==> src/rtl/pad_poller_if.sv <==
// pad_poller_if
//   Host register-bus bundle between the CPU bus arbiter and pad_poller.
//   host_address     3-bit word register index
//   host_read_en     one-cycle read strobe
//   host_write_en    one-cycle write strobe
//   host_write_data  16-bit write data
//   host_read_data   16-bit registered read data
//   host_ready       one-cycle access acknowledge
interface pad_poller_if;
    logic [2:0]  host_address;
    logic        host_read_en;
    logic        host_write_en;
    logic [15:0] host_write_data;
    logic [15:0] host_read_data;
    logic        host_ready;

    modport master (
        output host_address,
        output host_read_en,
        output host_write_en,
        output host_write_data,
        input  host_read_data,
        input  host_ready
    );

    modport slave (
        input  host_address,
        input  host_read_en,
        input  host_write_en,
        input  host_write_data,
        output host_read_data,
        output host_ready
    );
endinterface

==> src/rtl/pad_poller.sv <==
// pad_poller
//   Multi-channel serial gamepad poller. Drives a shared latch/clock pair,
//   shifts BIT_COUNT bits from each of PAD_COUNT pads in parallel and
//   publishes the captured states as read-only registers.
//   Register map (word index): 0 CTRL {start(w1 pulse), auto_en},
//   1 STATUS {done(w1c), busy}, 2+n PAD_STATE[n]; all else reads 0.
// Ports
//   clk           vdp clock, sole clock
//   reset         synchronous, active-high
//   host          register bus (slave side)
//   poll_trigger  frame pulse; starts a poll when auto_en is set
//   pad_latch     shared latch line to the pads
//   pad_clk       shared clock line to the pads
//   pad_data      serial data line from each pad (asynchronous)
//
// state    | meaning
// ---------+---------------------------------------------------------
// S_IDLE   | waiting for auto trigger or start write
// S_LATCH  | pad_latch high for 2*CLK_DIV cycles
// S_SETTLE | both lines low CLK_DIV cycles, bit 0 sampled on last cycle
// S_CLK_HI | pad_clk high CLK_DIV cycles
// S_CLK_LO | pad_clk low CLK_DIV cycles, next bit sampled on last cycle
// S_COMMIT | shift registers copied to PAD_STATE, done set
module pad_poller #(
    parameter int PAD_COUNT   = 2,
    parameter int BIT_COUNT   = 16,
    parameter int CLK_DIV     = 24,
    parameter int INVERT_DATA = 1
) (
    input  logic                 clk,
    input  logic                 reset,
    pad_poller_if.slave          host,
    input  logic                 poll_trigger,
    output logic                 pad_latch,
    output logic                 pad_clk,
    input  logic [PAD_COUNT-1:0] pad_data
);

    localparam int   TW  = $clog2(2 * CLK_DIV);
    localparam logic INV = (INVERT_DATA != 0);

    typedef enum logic [2:0] {
        S_IDLE, S_LATCH, S_SETTLE, S_CLK_HI, S_CLK_LO, S_COMMIT
    } state_t;

    state_t          state_q, state_d;
    logic [TW-1:0]   timer_q, timer_d;
    logic [3:0]      bit_q, bit_d;
    logic [15:0]     shift_q [PAD_COUNT];
    logic [15:0]     shift_d [PAD_COUNT];
    logic [15:0]     pad_state_q [PAD_COUNT];
    logic [15:0]     pad_state_d [PAD_COUNT];
    logic            auto_en_q, auto_en_d;
    logic            done_q, done_d;
    logic            ready_q, ready_d;
    logic [15:0]     rd_data_q, rd_data_d;
    logic [PAD_COUNT-1:0] sync1_q, sync2_q;

    logic wr_ctrl;
    logic start_req;
    logic busy;
    logic unused_wdata;

    assign unused_wdata = ^host.host_write_data[15:2];

    assign busy      = (state_q != S_IDLE);
    assign pad_latch = (state_q == S_LATCH);
    assign pad_clk   = (state_q == S_CLK_HI);

    assign host.host_read_data = rd_data_q;
    assign host.host_ready     = ready_q;

    assign wr_ctrl   = host.host_write_en && (host.host_address == 3'd0);
    assign start_req = (auto_en_q & poll_trigger) | (wr_ctrl & host.host_write_data[1]);

    always_comb begin
        state_d     = state_q;
        timer_d     = timer_q;
        bit_d       = bit_q;
        shift_d     = shift_q;
        pad_state_d = pad_state_q;
        auto_en_d   = auto_en_q;
        done_d      = done_q;
        ready_d     = host.host_read_en | host.host_write_en;
        rd_data_d   = '0;

        if (wr_ctrl) begin
            auto_en_d = host.host_write_data[0];
        end
        if (host.host_write_en && (host.host_address == 3'd1) && host.host_write_data[1]) begin
            done_d = 1'b0;
        end

        case (state_q)
            S_IDLE: begin
                // requests arriving while busy are simply not looked at
                if (start_req) begin
                    state_d = S_LATCH;
                    timer_d = TW'(2 * CLK_DIV - 1);
                    bit_d   = '0;
                end
            end
            S_LATCH: begin
                if (timer_q == '0) begin
                    state_d = S_SETTLE;
                    timer_d = TW'(CLK_DIV - 1);
                end else begin
                    timer_d = timer_q - 1'b1;
                end
            end
            S_SETTLE: begin
                if (timer_q == '0) begin
                    for (int n = 0; n < PAD_COUNT; n++) begin
                        shift_d[n][bit_q] = sync2_q[n] ^ INV;
                    end
                    bit_d   = bit_q + 1'b1;
                    state_d = S_CLK_HI;
                    timer_d = TW'(CLK_DIV - 1);
                end else begin
                    timer_d = timer_q - 1'b1;
                end
            end
            S_CLK_HI: begin
                if (timer_q == '0) begin
                    state_d = S_CLK_LO;
                    timer_d = TW'(CLK_DIV - 1);
                end else begin
                    timer_d = timer_q - 1'b1;
                end
            end
            S_CLK_LO: begin
                if (timer_q == '0) begin
                    for (int n = 0; n < PAD_COUNT; n++) begin
                        shift_d[n][bit_q] = sync2_q[n] ^ INV;
                    end
                    bit_d   = bit_q + 1'b1;
                    timer_d = TW'(CLK_DIV - 1);
                    if (bit_q == 4'(BIT_COUNT - 1)) begin
                        state_d = S_COMMIT;
                    end else begin
                        state_d = S_CLK_HI;
                    end
                end else begin
                    timer_d = timer_q - 1'b1;
                end
            end
            S_COMMIT: begin
                // whole-word copy so the host never sees a partial poll;
                // the done set overrides a same-cycle clear
                pad_state_d = shift_q;
                done_d      = 1'b1;
                state_d     = S_IDLE;
            end
            default: begin
                state_d = S_IDLE;
            end
        endcase

        if (host.host_read_en) begin
            case (host.host_address)
                3'd0:    rd_data_d = {15'b0, auto_en_q};
                3'd1:    rd_data_d = {14'b0, done_q, busy};
                default: rd_data_d = '0;
            endcase
            for (int n = 0; n < PAD_COUNT; n++) begin
                if (host.host_address == 3'(n + 2)) begin
                    rd_data_d = pad_state_q[n];
                end
            end
        end
    end

    always_ff @(posedge clk) begin
        if (reset) begin
            state_q   <= S_IDLE;
            timer_q   <= '0;
            bit_q     <= '0;
            auto_en_q <= 1'b0;
            done_q    <= 1'b0;
            ready_q   <= 1'b0;
            rd_data_q <= '0;
            sync1_q   <= '0;
            sync2_q   <= '0;
            for (int n = 0; n < PAD_COUNT; n++) begin
                shift_q[n]     <= '0;
                pad_state_q[n] <= '0;
            end
        end else begin
            state_q     <= state_d;
            timer_q     <= timer_d;
            bit_q       <= bit_d;
            auto_en_q   <= auto_en_d;
            done_q      <= done_d;
            ready_q     <= ready_d;
            rd_data_q   <= rd_data_d;
            sync1_q     <= pad_data;
            sync2_q     <= sync1_q;
            shift_q     <= shift_d;
            pad_state_q <= pad_state_d;
        end
    end

endmodule

==> src/flat_wrapper.sv <==
// flat-port wrapper written by rule: the top's interface ports become plain ports
module pad_poller_flat 
#(
    parameter int PAD_COUNT   = 2,
    parameter int BIT_COUNT   = 16,
    parameter int CLK_DIV     = 24,
    parameter int INVERT_DATA = 1
)
  (clk, reset, poll_trigger, pad_latch, pad_clk, pad_data, host_host_address, host_host_read_en, host_host_write_en, host_host_write_data, host_host_read_data, host_host_ready);
  pad_poller_if host_i ();
  input  logic clk;
  input  logic reset;
  input  logic poll_trigger;
  output logic pad_latch;
  output logic pad_clk;
  input  logic [PAD_COUNT-1:0] pad_data;
  input wire logic [$bits(host_i.host_address)-1:0] host_host_address;
  input wire logic [$bits(host_i.host_read_en)-1:0] host_host_read_en;
  input wire logic [$bits(host_i.host_write_en)-1:0] host_host_write_en;
  input wire logic [$bits(host_i.host_write_data)-1:0] host_host_write_data;
  output wire logic [$bits(host_i.host_read_data)-1:0] host_host_read_data;
  output wire logic [$bits(host_i.host_ready)-1:0] host_host_ready;
  assign host_i.host_address = host_host_address;
  assign host_i.host_read_en = host_host_read_en;
  assign host_i.host_write_en = host_host_write_en;
  assign host_i.host_write_data = host_host_write_data;
  assign host_host_read_data = host_i.host_read_data;
  assign host_host_ready = host_i.host_ready;
  pad_poller #(.PAD_COUNT(PAD_COUNT), .BIT_COUNT(BIT_COUNT), .CLK_DIV(CLK_DIV), .INVERT_DATA(INVERT_DATA)) u_core (.clk(clk), .reset(reset), .host(host_i), .poll_trigger(poll_trigger), .pad_latch(pad_latch), .pad_clk(pad_clk), .pad_data(pad_data));
endmodule
==> config.mk <==
export PLATFORM = sky130hd
export DESIGN_NAME = pad_poller_flat
export DESIGN_NICKNAME = d
export VERILOG_FILES = /design/src/rtl/pad_poller_if.sv /design/src/rtl/pad_poller.sv /design/src/flat_wrapper.sv
export SDC_FILE = /design/constraint.sdc
export NUM_CORES = 1
export LEC_CHECK = 0
export ABC_AREA = 1
export CORE_UTILIZATION = 32
export CTS_BUF_LIST = sky130_fd_sc_hd__clkbuf_16
export DETAILED_ROUTE_END_ITERATION = 10
export GPL_TIMING_DRIVEN = 0
export PLACE_DENSITY = 0.48
export SLEW_MARGIN = 30
export SYNTH_ARGS = -nofsm -noshare
export SYNTH_HDL_FRONTEND = slang
export SYNTH_SLANG_ARGS = --single-unit
export TNS_END_PERCENT = 5
==> constraint.sdc <==
create_clock -name clk -period 1.8 [get_ports clk]
set_clock_uncertainty 0.2 [all_clocks]
set_input_delay 0.36 -clock clk [delete_from_list [all_inputs] [get_ports clk]]
set_output_delay 0.36 -clock clk [all_outputs]
set_load 0.05 [all_outputs]
### Word-level counts from Yosys, hierarchy flattened

Index checks and enable logic that the tools add are counted.

* register bits after elaboration: 100
* output and inout bits: 19
* logic and storage cells: 79
* bits of input ports: 26

* add/sub/neg operators: 2
* bitwise gates (word level): 7
* $lt $le $gt $ge: 2
* multiplexer cells: 22
* equality and inequality tests: 15
* reduce and logical (&&, ||, !) cells: 18

Operators by type and width (count)
* 16-bit bitwise mux: 2
* 16-bit two-way mux: 2
* 3-bit two-way mux: 6
* 3-bit case mux with 5 select lines: 1
* 3-bit by 2-bit equality test with 1-bit output (second input constant): 4
* 6-bit two-way mux: 2
* 2-bit by 1-bit inequality test with 1-bit output (second input constant): 6
* 6-bit case mux with 2 select lines: 1
* 4-bit two-way mux: 2
* 4-bit case mux with 2 select lines: 1
* 3-bit by 1-bit equality test with 1-bit output (second input constant): 2
* 3-bit equality test (second input constant): 2
* 3-bit logical NOT: 2
* 6-bit logical NOT: 1
* 2-bit nonzero test: 3
* 6-bit by 1-bit subtractor with 6-bit output (second input constant): 1
* 4-bit by 5-bit < comparator with 1-bit output (second input constant): 1
* 5-bit AND reduction: 1
* 4-bit by 1-bit adder with 4-bit output (second input constant): 1
* 1-bit demux with 4-bit select: 1
* 4-bit equality test (second input constant): 1
* 4-bit by 1-bit greater-or-equal comparator with 1-bit output (second input constant): 1
* 1-bit logical AND: 4
* 2-bit case mux with 2 select lines: 1
* other kinds (9): 17

### Depth between registers and ports, before layout

* word-level depth: 6
* gate-level depth with buffers: 11
* depth with buffers taken out: 10

### Least setup slack after synthesis

OpenSTA, ideal clock, no wires.

* path kind: register -> register
* start point: reg u_core.state_q[2]
* end point: reg u_core.state_q[0]
* stages on the path, launching flop included: 8
* period minus slack after synthesis: 1.828 ns
* data required time: 1.544 ns
* slack: -0.028 ns
* arrival time: 1.572 ns
* buffers on the path: 0
* library setup time: 0.056 ns
* path through: dfxtp_1 -> inv_1 -> nand2_1 -> nor2_1 -> o21ai_0 -> nand2_1 -> nand2_1 -> inv_1

* cells in the longest elaborated chain, start to end: 3
* elaborated cells between the ends (all ways): 12
* classes of those cells: eq/ne (9); mux (1); reduce/logical (2)

Ends and longest elaborated chain
* from (decl): RTL line pad_poller.sv:46 `state_t state_q, state_d;`
* from (signal assigned): RTL line pad_poller.sv:189 `state_q <= state_d;`
* 3-bit by 2-bit equality test with 1-bit output *
* via pad_clk: RTL line flat_wrapper.sv:15 `output logic pad_clk;`
* 2-bit by 1-bit inequality test with 1-bit output (no line)
* 5-bit AND reduction (no line)

Mark *: on every way through the listed nets, which the timed path passes. The rest lies on a longest branch.
A chain may end at the register's enable or synchronous reset.

### Worst setup path after layout

* start point: reg u_core.state_q[2]
* end point: out pad_clk

* cells in the longest elaborated chain, start to end: 1

Ends and longest elaborated chain
* 3-bit by 2-bit equality test with 1-bit output: RTL line pad_poller.sv:68 `assign pad_clk = (state_q == S_CLK_HI);`
* to (decl): RTL line flat_wrapper.sv:15

Every way passes these cells.

==> metrics.txt <==
status complete, no violations; Post-Synthesis Cells 581; CTS Buf Count 9; final WL around 10 mm; yosys warns 0; die area roughly 0.014 sq mm; Critical Path, Cell by Cell inv_1 > nand2_1 > nor2_2 > buf_6; top cell type's share of synthesized area 0.474; Setup crit end kind primary output; Final Hold Viols 0; largest cells by area after synthesis dfxtp_1 47%, nand2_1 10%, a21oi_1 10%; Syn Area/Cell 7.26 sq um; first-pass GRT wire length 16.9 mm; period utilization 0.982; Die Y between 100 and 150 um; core box area 0.0127 sq mm; Slowest-stage cell, CP dfxtp_2; GRT overflow 0; clock buffer depth 2; sequential share of the synthesized area 0.474; DR vias 3583; Finished Core Util 0.396; Initial DRT Pass Iterations 4; fmax 566 MHz; R2R Setup Slk 0.09 ns; Hold Crit Class input port to register; CTS Hold Bufs 0; Max Cap Viol 0; Synth Cell Area approximately 0.0042 sq mm; CTS tree yes; maximum vdd drop 0.000780 V; # port buffers 29; largest net degree at the start of global routing 16; family with the most delay on the worst path flip-flops; Non-Filler Instances 797; Root Buffer clkbuf_16; WL per Instance around 13 um; synth unique cells 24; Syn Nets just over 600; routed via count divided by cell count 4.50; Die X 117 um; Slew HR 0.620; Final min period around 1.8 ns; vias in the first global route 3285; Setup Buffers After CTS 0; row count 41; Leak Pwr 0.00202 uW; Filler cells 1402; CP required 1.24 ns; post-DP HPWL slightly below 8 mm; Antenna diodes 0; DRT iter0 DRCs 284; Starting Density 0.332; CP arrival 1.21 ns; Max Slew Vio Count 0; slowest stage delay, CP 0.36 ns; ANT nets after route 0; clock transition at the registers of the reported paths 0.07 ns; Crit Path Category register to primary output; Worst-Margin Slew 0.570 ns; io pins 45; Seq cells post-synth 100; RSZ-0062 raised after global routing true; crit path max fanout 7; synthesis-to-layout area growth 19.5%; # resized after CTS 34; final setup fails 0; Sink Count 100; Residual DRC 0; startpoint types register; pwr/cell area between 1000 and 1500 mW/mm^2; WP buf/inv 2; Post-Place Cells 782; Clk Latency, worst-skew pair 0.35 ns; Tot GR Track Use 0.166; GP Congestion 0.813; layout cell share with drive strength beyond 1 0.0800; H-tree depth 3; Final Power 7390 uW; initial antenna violation count 0; final net count 652; Synth area leader dfxtp_1
==> synthesized netlist by cell type, drive strengths merged <==
cell type,n
o21ai,40
nor2,65
buf,16
inv,74
clkbuf,11
a21boi,1
nand4,2
nor3,2
nand3,59
nand2,120
nand3b,1
dfxtp,100
a21oi,84
xnor2,1
ha,5
==> registers in the layout, summed over array words and instances, names as in the netlist <==
| register | flops |
|---|---|
| u_core.pad_state_q | 32 |
| u_core.shift_q | 32 |
| u_core.host.host_read_data | 16 |
| u_core.timer_q | 6 |
| u_core.bit_q | 4 |
| u_core.state_q | 3 |
| u_core.sync1_q | 2 |
| u_core.sync2_q | 2 |
| u_core.auto_en_q | 1 |
| u_core.done_q | 1 |
| u_core.host.host_ready | 1 |
==> cell type report <==
| type | instances | area (sq um) | area share |
|---|---|---|---|
| repair buffers | 29 | 272 | 0.0538 |
| flip-flops and latches | 100 | 2010 | 0.398 |
| clock buffers | 9 | 225 | 0.0447 |
| clock inverters | 6 | 80.1 | 0.0159 |
| inverters | 74 | 280 | 0.0556 |
| multi-input cells | 380 | 1790 | 0.356 |
| plain buffers | 27 | 171 | 0.0340 |
| well taps | 172 | 215 | 0.0427 |
==> cells by family (layout without fill, tap and decap cells) <==
family          count (synthesis)  count (layout)  synth area share
compound gates                125             125             0.149
xor+xnor                        1               1           0.00208
fa+ha+maj                       5               5            0.0148
buf+inv                       101             145             0.104
flops                         100             100             0.474
simple gates                  249             249             0.256
==> path summary, 6_finish.rpt <==
check,startpoint,end,depth (start not counted)
setup / recovery,u_core.state_q[2],pad_clk,4
hold / removal,reset,u_core.shift_q[16],2
setup reg to reg,u_core.state_q[1],u_core.pad_state_q[19],6
hold reg to reg,u_core.sync1_q[0],u_core.sync2_q[0],2
==> report_power, final <==
part / switching [uW] / internal [uW] / total (uW) / leakage (uW)
Combinational: 1750 / 893 / 2640 / 0.00106
Clock: 833 / 1200 / 2030 / 0.000146
Sequential: 230 / 2480 / 2710 / 0.000811
Total: 2810 / 4570 / 7390 / 0.00202
==> metal layers <==
metal,vias to the layer above,part of all wire,track usage
met5,-,0,0
met4,0,0.011,0.0658
met3,6,0.030,0.0294
met2,49,0.45,0.257
met1,1595,0.51,0.231
li1,1933,-,-
==> placed cells by master (no fill, tap or decap), drive strengths merged <==
cell type / netlist / routed
o21ai: 40 / 40
ha: 5 / 5
clkinvlp: 0 / 1
clkinv: 0 / 3
nand2: 120 / 120
nor2: 65 / 65
nand3: 59 / 59
bufinv: 0 / 2
nor3: 2 / 2
dfxtp: 100 / 100
clkbuf: 11 / 20
clkdlybuf4s50: 0 / 10
a21oi: 84 / 84
buf: 16 / 18
nand4: 2 / 2
nand3b: 1 / 1
a21boi: 1 / 1
inv: 74 / 74
dlygate4sd2: 0 / 17
xnor2: 1 / 1
==> per-stage QoR <==
stage / setup slack, ns / cell area [sq um] / hold WS [ns] / TNS [ns]
floorplan: 0.198 / 4220 / 0.188 / 0
global placement: -0.336 / 4730 / 0.193 / -6.20
detailed placement: -0.361 / 4730 / 0.196 / -7.01
CTS: -0.000119 / 5010 / 0.123 / -0.000119
global route: -0.0445 / 5040 / 0.141 / -0.227
finish: 0.0332 / 5040 / 0.126 / 0
No activity file was read; power rests on OpenSTA's default activity.
